## src/rtl/decode_stage_if.sv

```systemverilog
// Fetch-to-decode and decode-to-execute handshake bundle for decode_stage.
// The master side is the environment (fetch plus consumer); the slave side is the stage.
interface decode_stage_if #(
    parameter int unsigned XLEN = 32,
    parameter int unsigned PC_W = 32
);
    logic            flush;
    logic            in_valid;
    logic            in_ready;
    logic [31:0]     in_instr;
    logic [PC_W-1:0] in_pc;
    logic            out_valid;
    logic            out_ready;
    logic [PC_W-1:0] out_pc;
    logic [4:0]      rs1;
    logic [4:0]      rs2;
    logic [4:0]      rd;
    logic [6:0]      opcode;
    logic [2:0]      func3;
    logic            func1;
    logic [2:0]      fmt;
    logic [XLEN-1:0] imm;
    logic            rd_we;
    logic            illegal;

    modport master (
        output flush, in_valid, in_instr, in_pc, out_ready,
        input  in_ready, out_valid, out_pc, rs1, rs2, rd, opcode, func3, func1,
               fmt, imm, rd_we, illegal
    );

    modport slave (
        input  flush, in_valid, in_instr, in_pc, out_ready,
        output in_ready, out_valid, out_pc, rs1, rs2, rd, opcode, func3, func1,
               fmt, imm, rd_we, illegal
    );
endinterface

```

## src/rtl/decode_stage.sv

```systemverilog
// Registered RV32I/RV64I decode stage with valid/ready handshakes, optional skid entry and flush.
// Define DECODE_ILLEGAL_EN to build the illegal-instruction check.
module decode_stage #(
    parameter int unsigned XLEN = 32,
    parameter int unsigned PC_W = 32,
    parameter int unsigned SKID = 1
) (
    input logic           clk,
    input logic           rst,
    decode_stage_if.slave bus
);
    localparam logic [2:0] FMT_R = 3'd0;
    localparam logic [2:0] FMT_I = 3'd1;
    localparam logic [2:0] FMT_S = 3'd2;
    localparam logic [2:0] FMT_B = 3'd3;
    localparam logic [2:0] FMT_U = 3'd4;
    localparam logic [2:0] FMT_J = 3'd5;
    localparam logic [2:0] FMT_X = 3'd7;

    typedef struct packed {
        logic [PC_W-1:0] pc;
        logic [4:0]      rs1;
        logic [4:0]      rs2;
        logic [4:0]      rd;
        logic [6:0]      opcode;
        logic [2:0]      func3;
        logic            func1;
        logic [2:0]      fmt;
        logic [XLEN-1:0] imm;
        logic            rd_we;
        logic            illegal;
    } entry_t;

    // EMPTY: nothing held; ONE: main holds a beat; TWO: main and skid both hold
    typedef enum logic [1:0] {ST_EMPTY, ST_ONE, ST_TWO} state_e;

    state_e      state_q, state_d;
    entry_t      main_q, main_d;
    entry_t      skid_q, skid_d;
    logic        valid_q, valid_d;
    logic        ready_q, ready_d;
    entry_t      dec;
    logic [31:0] instr;
    logic [31:0] imm32;
    logic        in_ready_c;
    logic        in_fire;

    // Decode the incoming word so the result can be registered on acceptance
    always_comb begin
        instr       = bus.in_instr;
        dec         = '0;
        imm32       = '0;
        dec.pc      = bus.in_pc;
        dec.rs1     = instr[19:15];
        dec.rs2     = instr[24:20];
        dec.rd      = instr[11:7];
        dec.opcode  = instr[6:0];
        dec.func3   = instr[14:12];
        dec.func1   = instr[30];

        case (instr[6:0])
            7'b0110011:                         dec.fmt = FMT_R;
            7'b0010011, 7'b0000011, 7'b1100111,
            7'b1110011, 7'b0001111:             dec.fmt = FMT_I;
            7'b0100011:                         dec.fmt = FMT_S;
            7'b1100011:                         dec.fmt = FMT_B;
            7'b0110111, 7'b0010111:             dec.fmt = FMT_U;
            7'b1101111:                         dec.fmt = FMT_J;
            7'b0011011:                         dec.fmt = (XLEN == 64) ? FMT_I : FMT_X;
            7'b0111011:                         dec.fmt = (XLEN == 64) ? FMT_R : FMT_X;
            default:                            dec.fmt = FMT_X;
        endcase

        case (dec.fmt)
            FMT_I:   imm32 = {{20{instr[31]}}, instr[31:20]};
            FMT_S:   imm32 = {{20{instr[31]}}, instr[31:25], instr[11:7]};
            FMT_B:   imm32 = {{19{instr[31]}}, instr[31], instr[7], instr[30:25],
                              instr[11:8], 1'b0};
            FMT_U:   imm32 = {instr[31:12], 12'b0};
            FMT_J:   imm32 = {{11{instr[31]}}, instr[31], instr[19:12], instr[20],
                              instr[30:21], 1'b0};
            default: imm32 = '0;
        endcase
        dec.imm   = XLEN'($signed(imm32));
        dec.rd_we = ((dec.fmt == FMT_R) || (dec.fmt == FMT_I) ||
                     (dec.fmt == FMT_U) || (dec.fmt == FMT_J)) && (dec.rd != 5'd0);

`ifdef DECODE_ILLEGAL_EN
        dec.illegal = (instr[1:0] != 2'b11) || (dec.fmt == FMT_X) ||
                      ((instr[6:0] == 7'b0110011) && (instr[31:25] != 7'b0000000) &&
                       (instr[31:25] != 7'b0100000));
        if (dec.illegal) begin
            dec.rd_we = 1'b0;
            dec.imm   = '0;
        end
`else
        dec.illegal = 1'b0;
`endif
    end

    // Without a skid entry the stage can only accept when main is free or draining
    assign in_ready_c = (SKID != 0) ? ready_q
                                    : (ready_q && (!valid_q || bus.out_ready));

    // Occupancy FSM: main/skid movement, flush drops everything including this beat
    always_comb begin
        state_d = state_q;
        main_d  = main_q;
        skid_d  = skid_q;
        in_fire = bus.in_valid && in_ready_c && !bus.flush;

        if (bus.flush) begin
            state_d = ST_EMPTY;
        end else begin
            case (state_q)
                ST_EMPTY: begin
                    if (in_fire) begin
                        main_d  = dec;
                        state_d = ST_ONE;
                    end
                end
                ST_ONE: begin
                    if (in_fire && bus.out_ready) begin
                        main_d = dec;
                    end else if (in_fire) begin
                        skid_d  = dec;
                        state_d = ST_TWO;
                    end else if (bus.out_ready) begin
                        state_d = ST_EMPTY;
                    end
                end
                ST_TWO: begin
                    if (bus.out_ready) begin
                        main_d  = skid_q;
                        state_d = ST_ONE;
                    end
                end
                default: state_d = ST_EMPTY;
            endcase
        end

        valid_d = (state_d != ST_EMPTY);
        ready_d = (SKID != 0) ? (state_d != ST_TWO) : 1'b1;
    end

    always_ff @(posedge clk or posedge rst) begin
        if (rst) begin
            state_q <= ST_EMPTY;
            main_q  <= '0;
            skid_q  <= '0;
            valid_q <= 1'b0;
            ready_q <= 1'b0;
        end else begin
            state_q <= state_d;
            main_q  <= main_d;
            skid_q  <= skid_d;
            valid_q <= valid_d;
            ready_q <= ready_d;
        end
    end

    assign bus.in_ready  = in_ready_c;
    assign bus.out_valid = valid_q;
    assign bus.out_pc    = main_q.pc;
    assign bus.rs1       = main_q.rs1;
    assign bus.rs2       = main_q.rs2;
    assign bus.rd        = main_q.rd;
    assign bus.opcode    = main_q.opcode;
    assign bus.func3     = main_q.func3;
    assign bus.func1     = main_q.func1;
    assign bus.fmt       = main_q.fmt;
    assign bus.imm       = main_q.imm;
    assign bus.rd_we     = main_q.rd_we;
    assign bus.illegal   = main_q.illegal;
endmodule

```

## src/flat_wrapper.sv

```systemverilog
// flat-port wrapper written by rule: the top's interface ports become plain ports
module decode_stage_flat 
#(
    parameter int unsigned XLEN = 32,
    parameter int unsigned PC_W = 32,
    parameter int unsigned SKID = 1
)
  (clk, rst, bus_flush, bus_in_valid, bus_in_instr, bus_in_pc, bus_out_ready, bus_in_ready, bus_out_valid, bus_out_pc, bus_rs1, bus_rs2, bus_rd, bus_opcode, bus_func3, bus_func1, bus_fmt, bus_imm, bus_rd_we, bus_illegal);
  decode_stage_if #(.XLEN(XLEN), .PC_W(PC_W)) bus_i ();
  input logic clk;
  input logic rst;
  input wire logic [$bits(bus_i.flush)-1:0] bus_flush;
  input wire logic [$bits(bus_i.in_valid)-1:0] bus_in_valid;
  input wire logic [$bits(bus_i.in_instr)-1:0] bus_in_instr;
  input wire logic [$bits(bus_i.in_pc)-1:0] bus_in_pc;
  input wire logic [$bits(bus_i.out_ready)-1:0] bus_out_ready;
  output wire logic [$bits(bus_i.in_ready)-1:0] bus_in_ready;
  output wire logic [$bits(bus_i.out_valid)-1:0] bus_out_valid;
  output wire logic [$bits(bus_i.out_pc)-1:0] bus_out_pc;
  output wire logic [$bits(bus_i.rs1)-1:0] bus_rs1;
  output wire logic [$bits(bus_i.rs2)-1:0] bus_rs2;
  output wire logic [$bits(bus_i.rd)-1:0] bus_rd;
  output wire logic [$bits(bus_i.opcode)-1:0] bus_opcode;
  output wire logic [$bits(bus_i.func3)-1:0] bus_func3;
  output wire logic [$bits(bus_i.func1)-1:0] bus_func1;
  output wire logic [$bits(bus_i.fmt)-1:0] bus_fmt;
  output wire logic [$bits(bus_i.imm)-1:0] bus_imm;
  output wire logic [$bits(bus_i.rd_we)-1:0] bus_rd_we;
  output wire logic [$bits(bus_i.illegal)-1:0] bus_illegal;
  assign bus_i.flush = bus_flush;
  assign bus_i.in_valid = bus_in_valid;
  assign bus_i.in_instr = bus_in_instr;
  assign bus_i.in_pc = bus_in_pc;
  assign bus_i.out_ready = bus_out_ready;
  assign bus_in_ready = bus_i.in_ready;
  assign bus_out_valid = bus_i.out_valid;
  assign bus_out_pc = bus_i.out_pc;
  assign bus_rs1 = bus_i.rs1;
  assign bus_rs2 = bus_i.rs2;
  assign bus_rd = bus_i.rd;
  assign bus_opcode = bus_i.opcode;
  assign bus_func3 = bus_i.func3;
  assign bus_func1 = bus_i.func1;
  assign bus_fmt = bus_i.fmt;
  assign bus_imm = bus_i.imm;
  assign bus_rd_we = bus_i.rd_we;
  assign bus_illegal = bus_i.illegal;
  decode_stage #(.XLEN(XLEN), .PC_W(PC_W), .SKID(SKID)) u_core (.clk(clk), .rst(rst), .bus(bus_i));
endmodule
```

## config.mk

```make
export PLATFORM = sky130hd
export DESIGN_NAME = decode_stage_flat
export DESIGN_NICKNAME = d
export VERILOG_FILES = /design/src/rtl/decode_stage_if.sv /design/src/rtl/decode_stage.sv /design/src/flat_wrapper.sv
export SDC_FILE = /design/constraint.sdc
export NUM_CORES = 1
export LEC_CHECK = 0
export CAP_MARGIN = 20
export CORE_MARGIN = 3
export CORE_UTILIZATION = 32
export DETAILED_ROUTE_END_ITERATION = 12
export SLEW_MARGIN = 25
export SYNTH_ARGS = -nofsm -noshare
export SYNTH_HDL_FRONTEND = slang
export SYNTH_SLANG_ARGS = --single-unit
```

## constraint.sdc

```tcl
create_clock -name clk -period 8.1 [get_ports clk]
set_input_delay 2.025 -clock clk [delete_from_list [all_inputs] [get_ports clk]]
set_output_delay 2.025 -clock clk [all_outputs]
set_load 0.02 [all_outputs]
```

Yosys cells after proc, flatten, opt, wreduce, memory -nomap -nowiden

Cells that the tools add are included.

Register bits after elaboration: 193
Latch bits: 0
Bits in writable memories: 0
Memory bits (read-only): 0
Input bits: 69
Output and inout bits: 97
Memories: 0

$add $sub $neg: 0
Multiply operators: 0
Div/mod/pow operators: 0
$lt $le $gt $ge: 0
Equality and inequality tests: 22
Shift operators: 0
Multiplexer cells: 13
Bitwise logic cells: 2
Reduce and logical (&&, ||, !) cells: 17

Operators with widths:

| kind                                          | number |
|---|---|
| two-way mux 95 bit                            | 3 |
| one-hot mux 95 bit (3 select lines)           | 1 |
| one-hot mux 32 bit (5 select lines)           | 1 |
| == test 7 bit, second input constant          | 4 |
| == test 7 x 6 -> 1 bit, second input constant | 3 |
| one-hot mux 3 bit (6 select lines)            | 1 |
| == test 7 x 5 -> 1 bit, second input constant | 2 |
| two-way mux 2 bit                             | 6 |
| == test 7 x 2 -> 1 bit, second input constant | 1 |
| == test 7 x 4 -> 1 bit, second input constant | 1 |
| == test 3 x 2 -> 1 bit, second input constant | 2 |
| == test 3 bit, second input constant          | 2 |
| one-hot mux 2 bit (3 select lines)            | 1 |
| AND reduction 5 bit                           | 1 |
| nonzero test 5 bit                            | 1 |
| OR reduction 5 bit                            | 1 |
| logical AND 1 bit                             | 4 |
| != test 2 x 1 -> 1 bit, second input constant | 2 |
| != test 2 bit, second input constant          | 2 |
| AND reduction 4 bit                           | 1 |
| == test 3 x 1 -> 1 bit, second input constant | 1 |
| zero test 3 bit                               | 1 |
| logical OR 1 bit                              | 3 |
| nonzero test 3 bit                            | 1 |
| 7 further kinds                               | 8 |

Longest topological paths before layout

Gate-level depths: netlist (run 1).

Depth in word-level cells: 10
Gate-level depth with buffers: 12
Depth with buffers taken out: 10

Worst setup path before layout (run 1)

OpenSTA, ideal clock, no wires.

Kind: in2reg
Start point: input port bus_in_instr[3]
End point: register u_core.skid_q[23] (netlist bit)
Arrival time: 4.548 ns
Slack: 3.474 ns
Stages: 11
Path buffers: 3
Cell sequence: buf_6 or3b_1 or3_4 buf_2 ha_1 nand4b_1 o41a_1 nor3_1 buf_2 nand2_1 a21oi_1

Cells in the longest elaborated chain, start to end: 5
Elaborated cells on any way between the ends: 20

Ends and longest elaborated chain:

| element                                                  | line                | RTL |
|---|---|---|
| from (decl)                                              | flat_wrapper.sv:14  | `input wire logic [$bits(bus_i.in_instr)-1:0] bus_in_instr;` |
| == test 7 x 5 -> 1 bit (tied with other cells)           | decode_stage.sv:61  | `case (instr[6:0])` |
| OR reduction 5 bit or OR reduction 2 bit (tied branches) | decode_stage.sv:61  |  |
| one-hot mux 3 bit (6 select lines) *                     | decode_stage.sv:61  |  |
| == test 3 bit (tied with other cells)                    | decode_stage.sv:74  | `case (dec.fmt)` |
| one-hot mux 32 bit (5 select lines) *                    | decode_stage.sv:74  |  |
| to (signal assigned)                                     | decode_stage.sv:156 | `skid_q <= skid_d;` |
| to (decl)                                                | decode_stage.sv:39  | `entry_t skid_q, skid_d;` |

Mark *: on every way between the ends. The rest lies on a longest branch, timed or not.
A chain may end at the register's enable or synchronous reset.

Worst setup path in the final report (run 1)

Start point: input port bus_in_instr[2]
End point: register u_core.main_q, in the netlist u_core.bus.imm[27]

Cells in the longest elaborated chain, start to end: 7
Elaborated cells on any way between the ends: 23

Ends and longest elaborated chain:

| element                                                  | line                                     | RTL |
|---|---|---|
| == test 7 x 5 -> 1 bit (tied with other cells)           | decode_stage.sv:61                       |  |
| OR reduction 5 bit or OR reduction 2 bit (tied branches) | decode_stage.sv:61                       |  |
| one-hot mux 3 bit (6 select lines) *                     | decode_stage.sv:61                       |  |
| == test 3 bit (tied with other cells)                    | decode_stage.sv:74                       |  |
| one-hot mux 32 bit (5 select lines) *                    | decode_stage.sv:74                       |  |
| two-way mux 95 bit, on equally long branches             | decode_stage.sv:123, decode_stage.sv:117 |  |
| one-hot mux 95 bit (3 select lines) *                    | decode_stage.sv:115                      | `case (state_q)` |
| to (signal assigned)                                     | decode_stage.sv:155                      | `main_q <= main_d;` |
| to (decl)                                                | decode_stage.sv:38                       | `entry_t main_q, main_d;` |

Mark *: on every way between the ends. The rest lies on a longest branch, timed or not. The select of a mux whose other input is x is not followed.

==> results of run 1 <==
-- sequential cells by signal, indices dropped and copies added (netlist names), 2 cells and up --
name and flops:
u_core.bus.rs1 5, u_core.bus.rd 5, u_core.bus.imm 32, u_core.bus.fmt 3, u_core.state_q 2, u_core.skid_q 94, u_core.bus.out_pc 32, u_core.bus.rs2 5
u_core.bus.opcode 7, u_core.bus.func3 3
-- per-layer routing --
| layer | up-vias | wire (um) | global-route usage [%] |
|---|---|---|---|
| li1 | 3411 | - | - |
| met2 | 202 | 10800 | 26.0 |
| met5 | - | 0 | 0 |
| met3 | 12 | 1330 | 3.29 |
| met4 | 0 | 226 | 3.70 |
| met1 | 3452 | 11300 | 24.8 |
-- worst max-delay path: stages --
cell	delay [ps]
clkdlybuf4s50_1	620
or3b_1	460
or3_4	470
ha_1	380
nand4b_1	110
o41a_1	280
a21o_1	120
nand2_1	320
a21oi_1	860
a21oi_1	160
-- final timing paths --
kind | endpoint | slack, ps | cells past startpoint
setup / recovery | u_core.bus.imm[27] | 2560 | 10
max in group asynchronous | u_core.skid_q[73] | 4790 | 3
setup reg to reg | u_core.bus.imm[27] | 3860 | 8
hold / removal | u_core.skid_q[78] | 480 | 2
hold reg to reg | u_core.skid_q[78] | 480 | 2
min in group asynchronous | u_core.bus.func1 | 2130 | 2
-- cell type report --
type	instances	area, um2
fillers	2439	14600
flip-flops and latches	192	4800
multi-input cells	669	3290
repair buffers	172	1710
clock buffers	18	439
well taps	330	413
clock inverters	14	191
inverters	13	56.3
-- cell families (layout without fill, tap and decap cells) --
kind of cell | Yosys count | after routing | synth area share, %
AND/OR/NAND/NOR | 456 | 456 | 22.5
buffers and inverters | 80 | 217 | 3.95
multiplexers | 5 | 5 | 0.656
adder cells (fa/ha/maj) | 1 | 1 | 0.149
AO/OA/AOI/OAI | 203 | 203 | 15.2
other | 1 | 1 | 0.0447
XOR/XNOR | 3 | 3 | 0.313
flip-flops | 192 | 192 | 57.2
-- layout by cell type, fill, tap and decap left out, drive strengths merged, types with 3 or more instances in the layout --
| cell | synthesis | layout |
|---|---|---|
| nand2 | 317 | 317 |
| dfrtp | 192 | 192 |
| clkdlybuf4s50 | 0 | 164 |
| nor2 | 83 | 83 |
| a31oi | 60 | 60 |
| o21ai | 57 | 57 |
| a21oi | 52 | 52 |
| inv | 13 | 21 |
| clkbuf | 53 | 18 |
| or3 | 14 | 14 |
| and3 | 13 | 13 |
| o221ai | 9 | 9 |
| a221o | 8 | 8 |
| buf | 14 | 8 |
| or2 | 6 | 6 |
| nand2b | 5 | 5 |
| mux2 | 4 | 4 |
| nor4 | 3 | 3 |
| nor3 | 3 | 3 |
| clkinv | 0 | 3 |
-- where the power goes --
group | switching, mW | internal, mW | total, mW
Clock | 0.425 | 0.484 | 0.909
Sequential | 0.0992 | 1.14 | 1.24
Combinational | 0.320 | 0.269 | 0.589
Total | 0.844 | 1.90 | 2.74
==> results.yml, run 1 <==
grt:
  grt_pass1_vias: 6858
  overflow: 0
  grt_pass1_wl_um: 38600
  globalRouteTotalUtil_pct: 16.9
  grt_max_degree: 116
  antenna_found_initial: 0
floorplan:
  die_x_um: 168
  core_mm2: 0.0255
  die_y_um: 168
  die_area_mm2: 0.0282
  pin_count: 166
  start_util_pct: 33.0
  rows: 58
placed_design:
  hpwl_um: 14500
  place_area_mm2: 0.0103
  place_congestion: 0.763
  dp_slack_ps: 2150
  post-place-cells: 1376
  port_buffers: 164
critical_path:
  cp-start-kind: "input port"
  worstPathRequired_ps: 8370
  r2r_start: "u_core.state_q[1]"
  cp-end-kind: "flip-flop"
  crit_fanout: 12
  crit_start: "bus_in_instr[2]"
  arrival_ps: 5810
  critical_path_class: "input port to flip-flop"
logic_synthesis:
  synth_top_cell_area_share_pct: 57.2
  synth-seq-area-share_pct: 57.2
  syn_avg_cell_area_um2: 8.92
  synth-main-ff-cell: "dfrtp_1"
  syn-num-nets: 1011
  ys_types: 58
  synth_edf_count: 0
  ys_top_cells_by_area: "dfrtp_1, nand2_1, a31oi_1, nor2_1, a21oi_1"
  syn-instance-count: 941
  yosysTopAreaCell: "dfrtp_1"
  synth.most_common_cell: "nand2_1"
  yosys-top-cells-count: "nand2_1, dfrtp_1, nor2_1, a31oi_1, clkbuf_1"
  synth.cell_area_mm2: 0.00840
  ys_ff_latch: 192
  async_flop_share_pct: 100
  ys_warn_count: 0
sta:
  clock.fmax_mhz: 181
  setup_tns_ps: 0
  skew_ps: 11.0
  hold_ws_ps: 477
  period_share_pct: 68.3
  hold_viol: 0
  relSlewSlack_pct: 31.7
  worst_pin_slew_ps: 1030
  setup_slack_ps: 2560
  finalSetupViolations: 0
  rsz0062_at_grt: "false"
  finalMaxSlewViolations: 0
  fin_crit_ps: 5540
cells_and_area:
  syn2layout_area_growth_pct: 29.8
  final_area_mm2: 0.0109
  fin_cells: 1408
  drive_above_1_share_pct: 6.31
  fin_util_pct: 42.8
  n_antenna_cell: 0
  final_net_count: 1135
routing:
  dr.pass1.iters: 4
  wl_um: 23600
  drt_iter0_drc: 631
  postRouteAntennaNets: 0
  viasPerCell: 5.03
  num_vias: 7077
  drcViolationCount: 0
  post_drt_wl_per_cell_um: 16.8
clocking:
  htreeDepth: 4
  cts.sinks: 192
  numCtsBuffers: 17
  cts_tree: "yes"
  clockBufferDepth: 2
  cts_resized: 0
  clk-insertion-delay-late_ps: 430
  cts.clk_slew.worst_paths_ps: 80
  postCtsSetupBuffers: 0
  cts-root-buf: "clkbuf_16"
  ctsHoldBuffers: 0
hold_path:
  worstHoldStart: "u_core.skid_q[78]"
  hp-class: "flip-flop to flip-flop"
power_and_ir_drop:
  power_density_mw_per_mm2: 251
  p_total_mw: 2.74
  leakagePower_nw: 4.79
  vdd_drop_max_mv: 0.150
outcome:
  status: "completed"
job:
  maxCapViolations: 0
Note: power is estimated with default switching activity, not from simulation.
==> inputs of run 2 (changes only) <==
==> constraint.sdc (replaced) <==
create_clock -name clk -period 5.55 [get_ports clk]
set_input_delay 1.3875 -clock clk [delete_from_list [all_inputs] [get_ports clk]]
set_output_delay 1.3875 -clock clk [all_outputs]
set_load 0.02 [all_outputs]
==> run 2 against run 1 <==
  * Critical path depth unchanged
  * Highest routed layer unchanged
  * Largest cell class unchanged
  * Clock skew shrank 0.81 ps
  * Clock power rose by 40%
  * Sequential cell count unchanged
  * Critical endpoint is now u_core.bus.imm[21]
==> results.yml, run 2 (synthesis gave the netlist of run 1 again) <==
outcome:
  status: "completed"
routing:
  num_vias: 6977
  postRouteAntennaNets: 0
  drt_iter0_drc: 515
  wl_um: 23400
  viasPerCell: 4.94
  post_drt_wl_per_cell_um: 16.6
  drcViolationCount: 0
  dr.pass1.iters: 6
clocking:
  numCtsBuffers: 17
  clockBufferDepth: 2
  cts.clk_slew.worst_paths_ps: 80
  cts_tree: "yes"
  cts-root-buf: "clkbuf_16"
  ctsHoldBuffers: 0
  htreeDepth: 4
  postCtsSetupBuffers: 0
  cts_resized: 0
  cts.sinks: 192
  clk-insertion-delay-late_ps: 420
sta:
  clock.fmax_mhz: 211
  finalMaxSlewViolations: 0
  finalSetupViolations: 0
  hold_viol: 0
  relSlewSlack_pct: 33.1
  worst_pin_slew_ps: 1000
  rsz0062_at_grt: "false"
  setup_slack_ps: 803
  skew_ps: 10.2
  hold_ws_ps: 476
  period_share_pct: 85.5
  fin_crit_ps: 4750
  setup_tns_ps: 0
power_and_ir_drop:
  leakagePower_nw: 4.80
  p_total_mw: 3.94
  vdd_drop_max_mv: 0.175
  power_density_mw_per_mm2: 361
critical_path:
  cp-end-kind: "flip-flop"
  arrival_ps: 5010
  crit_start: "bus_in_instr[3]"
  critical_path_class: "input port to flip-flop"
  cp-start-kind: "input port"
  crit_fanout: 12
  r2r_start: "u_core.state_q[0]"
  worstPathRequired_ps: 5820
cells_and_area:
  final_common_cell: "nand2_1"
  final_area_mm2: 0.0109
  largest_register: "u_core.skid_q"
  fin_util_pct: 42.9
  multi_input_comb_area_mm2: 0.00329
  n_antenna_cell: 0
  largest_reg_flops: 94
  regArea_mm2: 0.00480
  final_net_count: 1140
  drive_above_1_share_pct: 6.74
  syn2layout_area_growth_pct: 30.1
  layout_common_cells: "nand2_1, dfrtp_1, clkdlybuf4s50_1, nor2_1, a31oi_1"
  fill_cells: 2484
  fin_cells: 1413
grt:
  overflow: 0
  grt_pass1_vias: 6870
  antenna_found_initial: 0
  grt_pass1_wl_um: 38400
  grt_max_degree: 85
  globalRouteTotalUtil_pct: 16.7
placed_design:
  dp_slack_ps: 380
  place_area_mm2: 0.0103
  place_congestion: 0.798
  hpwl_um: 14800
  post-place-cells: 1381
  port_buffers: 164
hold_path:
  hp-class: "flip-flop to flip-flop"
  worstHoldStart: "u_core.skid_q[84]"
floorplan:
  die_x_um: 168
  pin_count: 166
  die_area_mm2: 0.0282
  core_mm2: 0.0255
  start_util_pct: 33.0
  die_y_um: 168
  rows: 58
job:
  maxCapViolations: 0
-- run 2: cell types whose count changed in the layout (fill, tap and decap cells not counted), sizes merged --
cell / before / now
buf: 8 / 13
bufinv: 2 / 1
clkinv: 3 / 7
clkinvlp: 1 / 2
inv: 21 / 17
-- run 2: final cells by class --
cell class                      count  share of cell area (%)
Tap cell                          330                    3.78
Clock buffer                       18                    4.02
Inverter                           13                   0.481
Timing Repair Buffer              177                    16.0
Clock inverter                     14                    1.56
Multi-Input combinational cell    669                    30.1
Sequential cell                   192                    44.0
-- run 2: worst paths after layout --
path                                            to  cells after the start  slack [ps]
min in group asynchronous        u_core.skid_q[46]                      2        1190
worst max-delay path            u_core.bus.imm[21]                     10         800
worst max register to register  u_core.bus.imm[21]                      4        2430
max in group asynchronous       u_core.bus.imm[23]                      3        3400
worst min register to register   u_core.skid_q[84]                      2         480
worst min-delay path             u_core.skid_q[84]                      2         480
-- run 2: worst max-delay path, stage by stage --
cell	delay, ps
clkdlybuf4s50_1	590
or3b_1	480
or3_4	470
ha_1	380
nand4b_1	120
o41a_1	290
a21o_1	120
nand2_1	170
a21oi_1	800
a21oi_1	190
-- run 2: per-layer routing --
metal / vias up / part of all wire [%] / GRT usage, %
met1: 3386 / 49 / 24.4
met3: 11 / 4.9 / 3.15
li1: 3415 / - / -
met4: 0 / 0.90 / 3.42
met5: - / 0 / 0
met2: 165 / 45 / 26.1
-- run 2: power breakdown --
part           switching, mW  total [mW]  internal, mW
sequential             0.150        1.82          1.67
combinational          0.462       0.857         0.395
clock                  0.611        1.27         0.658
total                   1.22        3.94          2.72
==> inputs of run 3 (changes only) <==
--- a/config.mk
+++ b/config.mk
@@ -8,6 +8,7 @@
 export CAP_MARGIN = 20
 export CORE_MARGIN = 3
 export CORE_UTILIZATION = 32
+export CTS_CLUSTER_SIZE = 30
 export DETAILED_ROUTE_END_ITERATION = 12
 export SLEW_MARGIN = 25
 export SYNTH_ARGS = -nofsm -noshare
==> results of run 3 <==
Same layout as run 2: the final DEF is identical, and so are final timing and power.
